==> src/rtl/sipo_pkg.sv <==
// Shared types and constants for the serial-in / parallel-out word receiver.
package sipo_pkg;

  typedef enum logic [1:0] {
    IDLE     = 2'd0,
    SHIFT    = 2'd1,
    PAR      = 2'd2,
    WAIT_LOW = 2'd3
  } sipo_state_e;

  localparam int SIPO_DEFAULT_WIDTH = 8;

endpackage

==> src/rtl/sipo_receiver_if.sv <==
// Serial link pins plus the parallel valid/ready output of the receiver.
interface sipo_if
  import sipo_pkg::*;
#(
  parameter int WIDTH = SIPO_DEFAULT_WIDTH
);
  logic             sin;
  logic             sframe;
  logic             pready;
  logic [WIDTH-1:0] pdata;
  logic             pvalid;
  logic             ferr;
  logic             ovr;
  logic             perr;

  // master: transmitter and consumer side; slave: the receiver itself
  modport master (
    output sin, sframe, pready,
    input  pdata, pvalid, ferr, ovr, perr
  );

  modport slave (
    input  sin, sframe, pready,
    output pdata, pvalid, ferr, ovr, perr
  );
endinterface

==> src/rtl/sipo_shift_reg.sv <==
// Shift-left register: new bit enters the LSB, so the first bit ends in the MSB.
module sipo_shift_reg
  import sipo_pkg::*;
#(
  parameter int WIDTH = SIPO_DEFAULT_WIDTH
) (
  input  logic             clk,
  input  logic             clr_i,
  input  logic             en_i,
  input  logic             d_i,
  output logic [WIDTH-1:0] q_o
);
  logic [WIDTH-1:0] sh_q;
  logic [WIDTH-1:0] sh_d;

  always_comb begin
    sh_d = sh_q;
    if (clr_i) begin
      sh_d = '0;
    end else if (en_i) begin
      sh_d = {sh_q[WIDTH-2:0], d_i};
    end
  end

  always_ff @(posedge clk) begin
    sh_q <= sh_d;
  end

  assign q_o = sh_q;
endmodule

==> src/rtl/sipo_receiver.sv <==
// Serial word receiver: MSB-first frame -> parallel word on valid/ready, with abort/overrun pulses.
// Build option PARITY_CHECK_EN adds a trailing even-parity bit and the perr pulse.
module sipo_receiver
  import sipo_pkg::*;
#(
  parameter int WIDTH = SIPO_DEFAULT_WIDTH,
  parameter int CNT_W = $clog2(WIDTH + 1)
) (
  input logic clk,
  input logic rst,
  sipo_if.slave bus
);
  localparam logic [1:0] ST_IDLE     = IDLE;
  localparam logic [1:0] ST_SHIFT    = SHIFT;
  localparam logic [1:0] ST_WAIT_LOW = WAIT_LOW;
`ifdef PARITY_CHECK_EN
  localparam logic [1:0] ST_PAR      = PAR;
`endif

  logic [1:0]       state_q, state_d;
  logic [CNT_W-1:0] cnt_q, cnt_d;
  logic [WIDTH-1:0] pdata_q, pdata_d;
  logic             pvalid_q, pvalid_d;
  logic             ferr_q, ferr_d;
  logic             ovr_q, ovr_d;

  logic             shift_en;
  logic             abort;
  logic             word_done;
  logic [WIDTH-1:0] shreg;
  logic [WIDTH-1:0] word;

  sipo_shift_reg #(.WIDTH(WIDTH)) u_shreg (
    .clk   (clk),
    .clr_i (rst | abort),
    .en_i  (shift_en),
    .d_i   (bus.sin),
    .q_o   (shreg)
  );

`ifdef PARITY_CHECK_EN
  logic perr_q, perr_d;
  logic par_bad;

  // data bits are all in the register by the time the parity bit arrives
  assign word = shreg;
`else
  // final data bit is merged combinationally so the word lands on the same edge
  assign word = {shreg[WIDTH-2:0], bus.sin};
`endif

  always_comb begin
    state_d   = state_q;
    cnt_d     = cnt_q;
    shift_en  = 1'b0;
    abort     = 1'b0;
    word_done = 1'b0;
`ifdef PARITY_CHECK_EN
    par_bad   = 1'b0;
`endif
    case (state_q)
      ST_IDLE: begin
        if (bus.sframe) begin
          shift_en = 1'b1;
          cnt_d    = CNT_W'(1);
          state_d  = ST_SHIFT;
        end
      end
      ST_SHIFT: begin
        if (!bus.sframe) begin
          abort   = 1'b1;
          cnt_d   = '0;
          state_d = ST_IDLE;
        end else begin
          shift_en = 1'b1;
          cnt_d    = (cnt_q == CNT_W'(WIDTH)) ? cnt_q : CNT_W'(cnt_q + 1'b1);
          if (cnt_q == CNT_W'(WIDTH - 1)) begin
`ifdef PARITY_CHECK_EN
            state_d = ST_PAR;
`else
            word_done = 1'b1;
            state_d   = ST_WAIT_LOW;
`endif
          end
        end
      end
`ifdef PARITY_CHECK_EN
      ST_PAR: begin
        if (!bus.sframe) begin
          abort   = 1'b1;
          cnt_d   = '0;
          state_d = ST_IDLE;
        end else begin
          state_d = ST_WAIT_LOW;
          if (bus.sin == (^shreg)) begin
            word_done = 1'b1;
          end else begin
            par_bad = 1'b1;
          end
        end
      end
`endif
      ST_WAIT_LOW: begin
        if (!bus.sframe) begin
          cnt_d   = '0;
          state_d = ST_IDLE;
        end
      end
      default: begin
        cnt_d   = '0;
        state_d = ST_IDLE;
      end
    endcase
  end

  // a completion wins over a plain consume; a consume in the same cycle frees the slot for it
  always_comb begin
    pdata_d  = pdata_q;
    pvalid_d = pvalid_q;
    ferr_d   = abort;
    ovr_d    = 1'b0;
    if (word_done) begin
      if (!pvalid_q || bus.pready) begin
        pdata_d  = word;
        pvalid_d = 1'b1;
      end else begin
        ovr_d = 1'b1;
      end
    end else if (pvalid_q && bus.pready) begin
      pvalid_d = 1'b0;
    end
  end

  always_ff @(posedge clk) begin
    if (rst) begin
      state_q  <= ST_IDLE;
      cnt_q    <= '0;
      pdata_q  <= '0;
      pvalid_q <= 1'b0;
      ferr_q   <= 1'b0;
      ovr_q    <= 1'b0;
    end else begin
      state_q  <= state_d;
      cnt_q    <= cnt_d;
      pdata_q  <= pdata_d;
      pvalid_q <= pvalid_d;
      ferr_q   <= ferr_d;
      ovr_q    <= ovr_d;
    end
  end

`ifdef PARITY_CHECK_EN
  assign perr_d = par_bad;

  always_ff @(posedge clk) begin
    if (rst) begin
      perr_q <= 1'b0;
    end else begin
      perr_q <= perr_d;
    end
  end

  assign bus.perr = perr_q;
`else
  assign bus.perr = 1'b0;
`endif

  assign bus.pdata  = pdata_q;
  assign bus.pvalid = pvalid_q;
  assign bus.ferr   = ferr_q;
  assign bus.ovr    = ovr_q;
endmodule

==> src/flat_wrapper.sv <==
// flat-port wrapper written by rule: the top's interface ports become plain ports
module sipo_receiver_flat import sipo_pkg::*;
#(
  parameter int WIDTH = SIPO_DEFAULT_WIDTH,
  parameter int CNT_W = $clog2(WIDTH + 1)
)
  (clk, rst, bus_sin, bus_sframe, bus_pready, bus_pdata, bus_pvalid, bus_ferr, bus_ovr, bus_perr);
  sipo_if #(.WIDTH(WIDTH)) bus_i ();
  input logic clk;
  input logic rst;
  input wire logic [$bits(bus_i.sin)-1:0] bus_sin;
  input wire logic [$bits(bus_i.sframe)-1:0] bus_sframe;
  input wire logic [$bits(bus_i.pready)-1:0] bus_pready;
  output wire logic [$bits(bus_i.pdata)-1:0] bus_pdata;
  output wire logic [$bits(bus_i.pvalid)-1:0] bus_pvalid;
  output wire logic [$bits(bus_i.ferr)-1:0] bus_ferr;
  output wire logic [$bits(bus_i.ovr)-1:0] bus_ovr;
  output wire logic [$bits(bus_i.perr)-1:0] bus_perr;
  assign bus_i.sin = bus_sin;
  assign bus_i.sframe = bus_sframe;
  assign bus_i.pready = bus_pready;
  assign bus_pdata = bus_i.pdata;
  assign bus_pvalid = bus_i.pvalid;
  assign bus_ferr = bus_i.ferr;
  assign bus_ovr = bus_i.ovr;
  assign bus_perr = bus_i.perr;
  sipo_receiver #(.WIDTH(WIDTH), .CNT_W(CNT_W)) u_core (.clk(clk), .rst(rst), .bus(bus_i));
endmodule
==> config.mk <==
export PLATFORM = sky130hd
export DESIGN_NAME = sipo_receiver_flat
export DESIGN_NICKNAME = d
export VERILOG_FILES = /design/src/rtl/sipo_pkg.sv /design/src/rtl/sipo_receiver_if.sv /design/src/rtl/sipo_shift_reg.sv /design/src/rtl/sipo_receiver.sv /design/src/flat_wrapper.sv
export SDC_FILE = /design/constraint.sdc
export NUM_CORES = 1
export LEC_CHECK = 0
export CAP_MARGIN = 20
export CORE_AREA = 2 2 63 65
export DETAILED_ROUTE_END_ITERATION = 8
export DIE_AREA = 0 0 65 67
export HOLD_SLACK_MARGIN = 0.08
export PLACE_DENSITY_LB_ADDON = 0.08
export SLEW_MARGIN = 30
export SYNTH_ARGS = -nofsm -noshare
export SYNTH_HDL_FRONTEND = slang
export SYNTH_SLANG_ARGS = --single-unit
export TNS_END_PERCENT = 50
==> constraint.sdc <==
create_clock -name clk -period 3.77 [get_ports clk]
set_input_delay 0.377 -clock clk [delete_from_list [all_inputs] [get_ports clk]]
set_output_delay 0.377 -clock clk [all_outputs]
set_load 0.05 [all_outputs]
==> out/qor.txt <==
Run status: finished, final reports clean
Via count: 766
GP Congestion: 0.731
Largest net degree at the start of global routing: 22
First-pass GRT wire length: 3420 um
Least-Margin Pin Slew: 724 ps
CP max-delay cell: clkdlybuf4s50_1
CTS tree: built
Clk slew on worst S/H paths: 80 ps
Ports: 17
Max-slew violations: 0
EDFF count, synth: 0
R2R depth: 3
Post_cts resized: 0
CTS HTree Levels: 1
Net count after synthesis: 115
Final hold vios: 0
Post-Synth XOR/XNOR Area: 0%
Period utilization: 53.5%
DRC Markers: 0
CTS hold repair buffers: 0
Final HPWL from detailed placement: 1290 um
# clock sinks: 24
Largest family of logic cells by synthesized area: simple AND/OR/NAND/NOR gates
Async SR Flop Fraction: 0%
Rel. slew slack: 51.5%
Number of placement rows: 22
Core Area: 3610 sq um
Max stage delay on crit path: 740 ps
Die Y: 67 um
Routed wire length: 1960 um
Worst VDD drop: 0.129 mV
Clock Path Buffers: 2
Hold Crit Start: u_core.bus.pdata[6]$_SDFFE_PP0P_
Setup-failing EPs final: 0
Cell count after synthesis: 108
Antenna Nets Post-Route: 0
Crit path kind: in2reg
R2R Path Start: u_core.state_q[0]$_SDFFE_PP0P_
DRT iter0 DRCs: 32
Worst Hold Depth: 2
Vias in the first global route: 776
TritonCTS Buffers: 3
Routed len/inst: 11.8 um
Yosys reg bits: 24
Post-CTS setup buffers: 0
# port buffers: 15
Crit start category: primary input
Multiplexer area fraction after synthesis: 9.49%
Die width: 65 um
Post-route setup TNS: 0 ps
Netlist cell types: 31
Net count, final: 127
Cell Pwr Density: 354 nW/um^2
1st-pass router iterations: 4
Synth warn: 0
Vias per inst: 4.61
Adder-Cell Fraction of Synth Area: 2.37%
Total Routing Usage GR: 10.2%
Setup WS post-layout: 1750 ps
Synth Area in Compound Gates: 12.8%
Setup crit end kind: register
Post-synthesis sequential area ratio: 45.6%
Total chip power: 444 uW
Initial core utilization: 29.3%
Tmin final: 2020 ps
Crit-path max FO: 10
# fillers: 378
End of the worst hold path: u_core.bus.pdata[6]$_SDFFE_PP0P_
Post-Synth Simple-Gate Area: 23.6%
RR Endpoint: u_core.bus.pdata[5]$_SDFFE_PP0P_
Synthesized area: 1050 sq um
WHS: 458 ps
CP Data Arrival Time: 2210 ps
Die area: 4360 sq um
Worst R2R Setup Slack: 1990 ps
Most common flop cell mapped by yosys: dfxtp_1
Lkg Pwr: 0.446 nW
Area growth, synth to finish: 19.1%
Avg Inst Size Synth: 9.77 sq um
RSZ-0062 raised after global routing: false
Worst Clk Skew: 10.4 ps
Worst hold path type: reg2reg
Setup WS pre-CTS: 1470 ps
Initial antenna violation count: 0
Cell Area, Placed: 1210 sq um
Worst path required time: 3960 ps
Fmax achieved: 0.495 GHz
Worst-path cell chain: clkdlybuf4s50_1, nand3b_4, nor4b_4, mux2i_1
Total gr overflow: 0
Post-route cell area: 1260 sq um
CTS Root Cell: clkbuf_8
Layout cell share with drive strength beyond 1: 8.47%
Max-Cap Viols: 0
Clock latency on the worst-skew pair: 270 ps
N_diodes: 0
[power breakdown]
part	switching [mW]	total, mW	internal, mW
sequential	0.00419	0.261	0.256
combinational	0.0193	0.0312	0.0119
clock	0.0809	0.152	0.0714
total	0.104	0.444	0.340
[cells in the final DEF (no fill, tap or decap), drive strengths merged, types with 2 or more instances in the layout]
cell type / instances
nor4b: 2
a22oi: 7
mux2i: 10
clkbuf: 3
nand4: 2
nand2: 20
or3: 2
a21oi: 3
nand2b: 2
o211ai: 2
and3: 3
clkdlybuf4s50: 15
dfxtp: 24
nor2: 7
ha: 2
inv: 3
[area by class of cell]
class	instances	area (sq um)	area share, %
Tap cell	48	60.1	4.78
Multi-Input combinational cell	73	513	40.8
Sequential cell	24	480	38.2
Timing Repair Buffer	15	150	12.0
Inverter	3	11.3	0.896
Clock buffer	3	41.3	3.29
[cell usage after synthesis (2+ instances only)]
| master | instances | area (sq um) |
|---|---|---|
| dfxtp_1 | 24 | 480 |
| nand2_1 | 20 | 75.1 |
| mux2i_1 | 10 | 100 |
| a22oi_1 | 7 | 52.6 |
| nor2_1 | 7 | 26.3 |
| a21oi_1 | 3 | 15.0 |
| and3_1 | 3 | 18.8 |
| buf_4 | 3 | 22.5 |
| clkbuf_1 | 3 | 11.3 |
| inv_1 | 3 | 11.3 |
| ha_1 | 2 | 25.0 |
| nand2b_1 | 2 | 12.5 |
| nand4_1 | 2 | 12.5 |
| or3_4 | 2 | 22.5 |
[critical path, delay by kind of cell]
| kind | cells | cell delay, ps |
|---|---|---|
| buffers and inverters | 1 | 740 |
| muxes | 1 | 260 |
| and+or+nand+nor | 2 | 820 |
[logic make-up after synthesis]
| kind of cell | Yosys count |
|---|---|
| buffers and inverters | 11 |
| DFF | 24 |
| adders and majority gates | 2 |
| and+or+nand+nor | 43 |
| other | 1 |
| muxes | 10 |
| AOI/OAI and AO/OA | 17 |
[stage by stage]
stage / cells / utilization, %
floorplan: 108 / -
global placement: 163 / 33.7
detailed placement: 163 / 33.7
CTS: 166 / 34.8
global route: 166 / 34.8
finish: 166 / 34.8
[per-layer routing]
layer / global-route usage, % / wire length, um / up-vias
met5: 0 / 0 / -
met4: 4.79 / 20 / 0
met3: 2.20 / 76 / 2
met2: 17.4 / 877 / 14
met1: 12.1 / 986 / 358
li1: - / - / 392
[flip-flops by register name, summed over array words and instances, names as in the netlist]
signal and flops:
u_core.u_shreg.q_o 7, u_core.state_q 2, u_core.bus.pvalid 1, u_core.cnt_q 4, u_core.bus.pdata 8, u_core.bus.ferr 1, u_core.bus.ovr 1
[worst max path at each step]
stage | start | cells past startpoint | end | slack, ps
after floorplan | bus_sframe | 4 | u_core.cnt_q[3]$_SDFFE_PP0P_ | 2430
after global placement | bus_sframe | 4 | u_core.bus.pdata[3]$_SDFFE_PP0P_ | 1490
after detailed placement | bus_sframe | 4 | u_core.bus.pdata[5]$_SDFFE_PP0P_ | 1470
after CTS | bus_sframe | 4 | u_core.bus.pdata[5]$_SDFFE_PP0P_ | 1740
after global routing | bus_sframe | 4 | u_core.bus.pdata[2]$_SDFFE_PP0P_ | 1640
final | bus_sframe | 4 | u_core.bus.pdata[5]$_SDFFE_PP0P_ | 1750
Note: power is estimated with default switching activity, not from simulation.
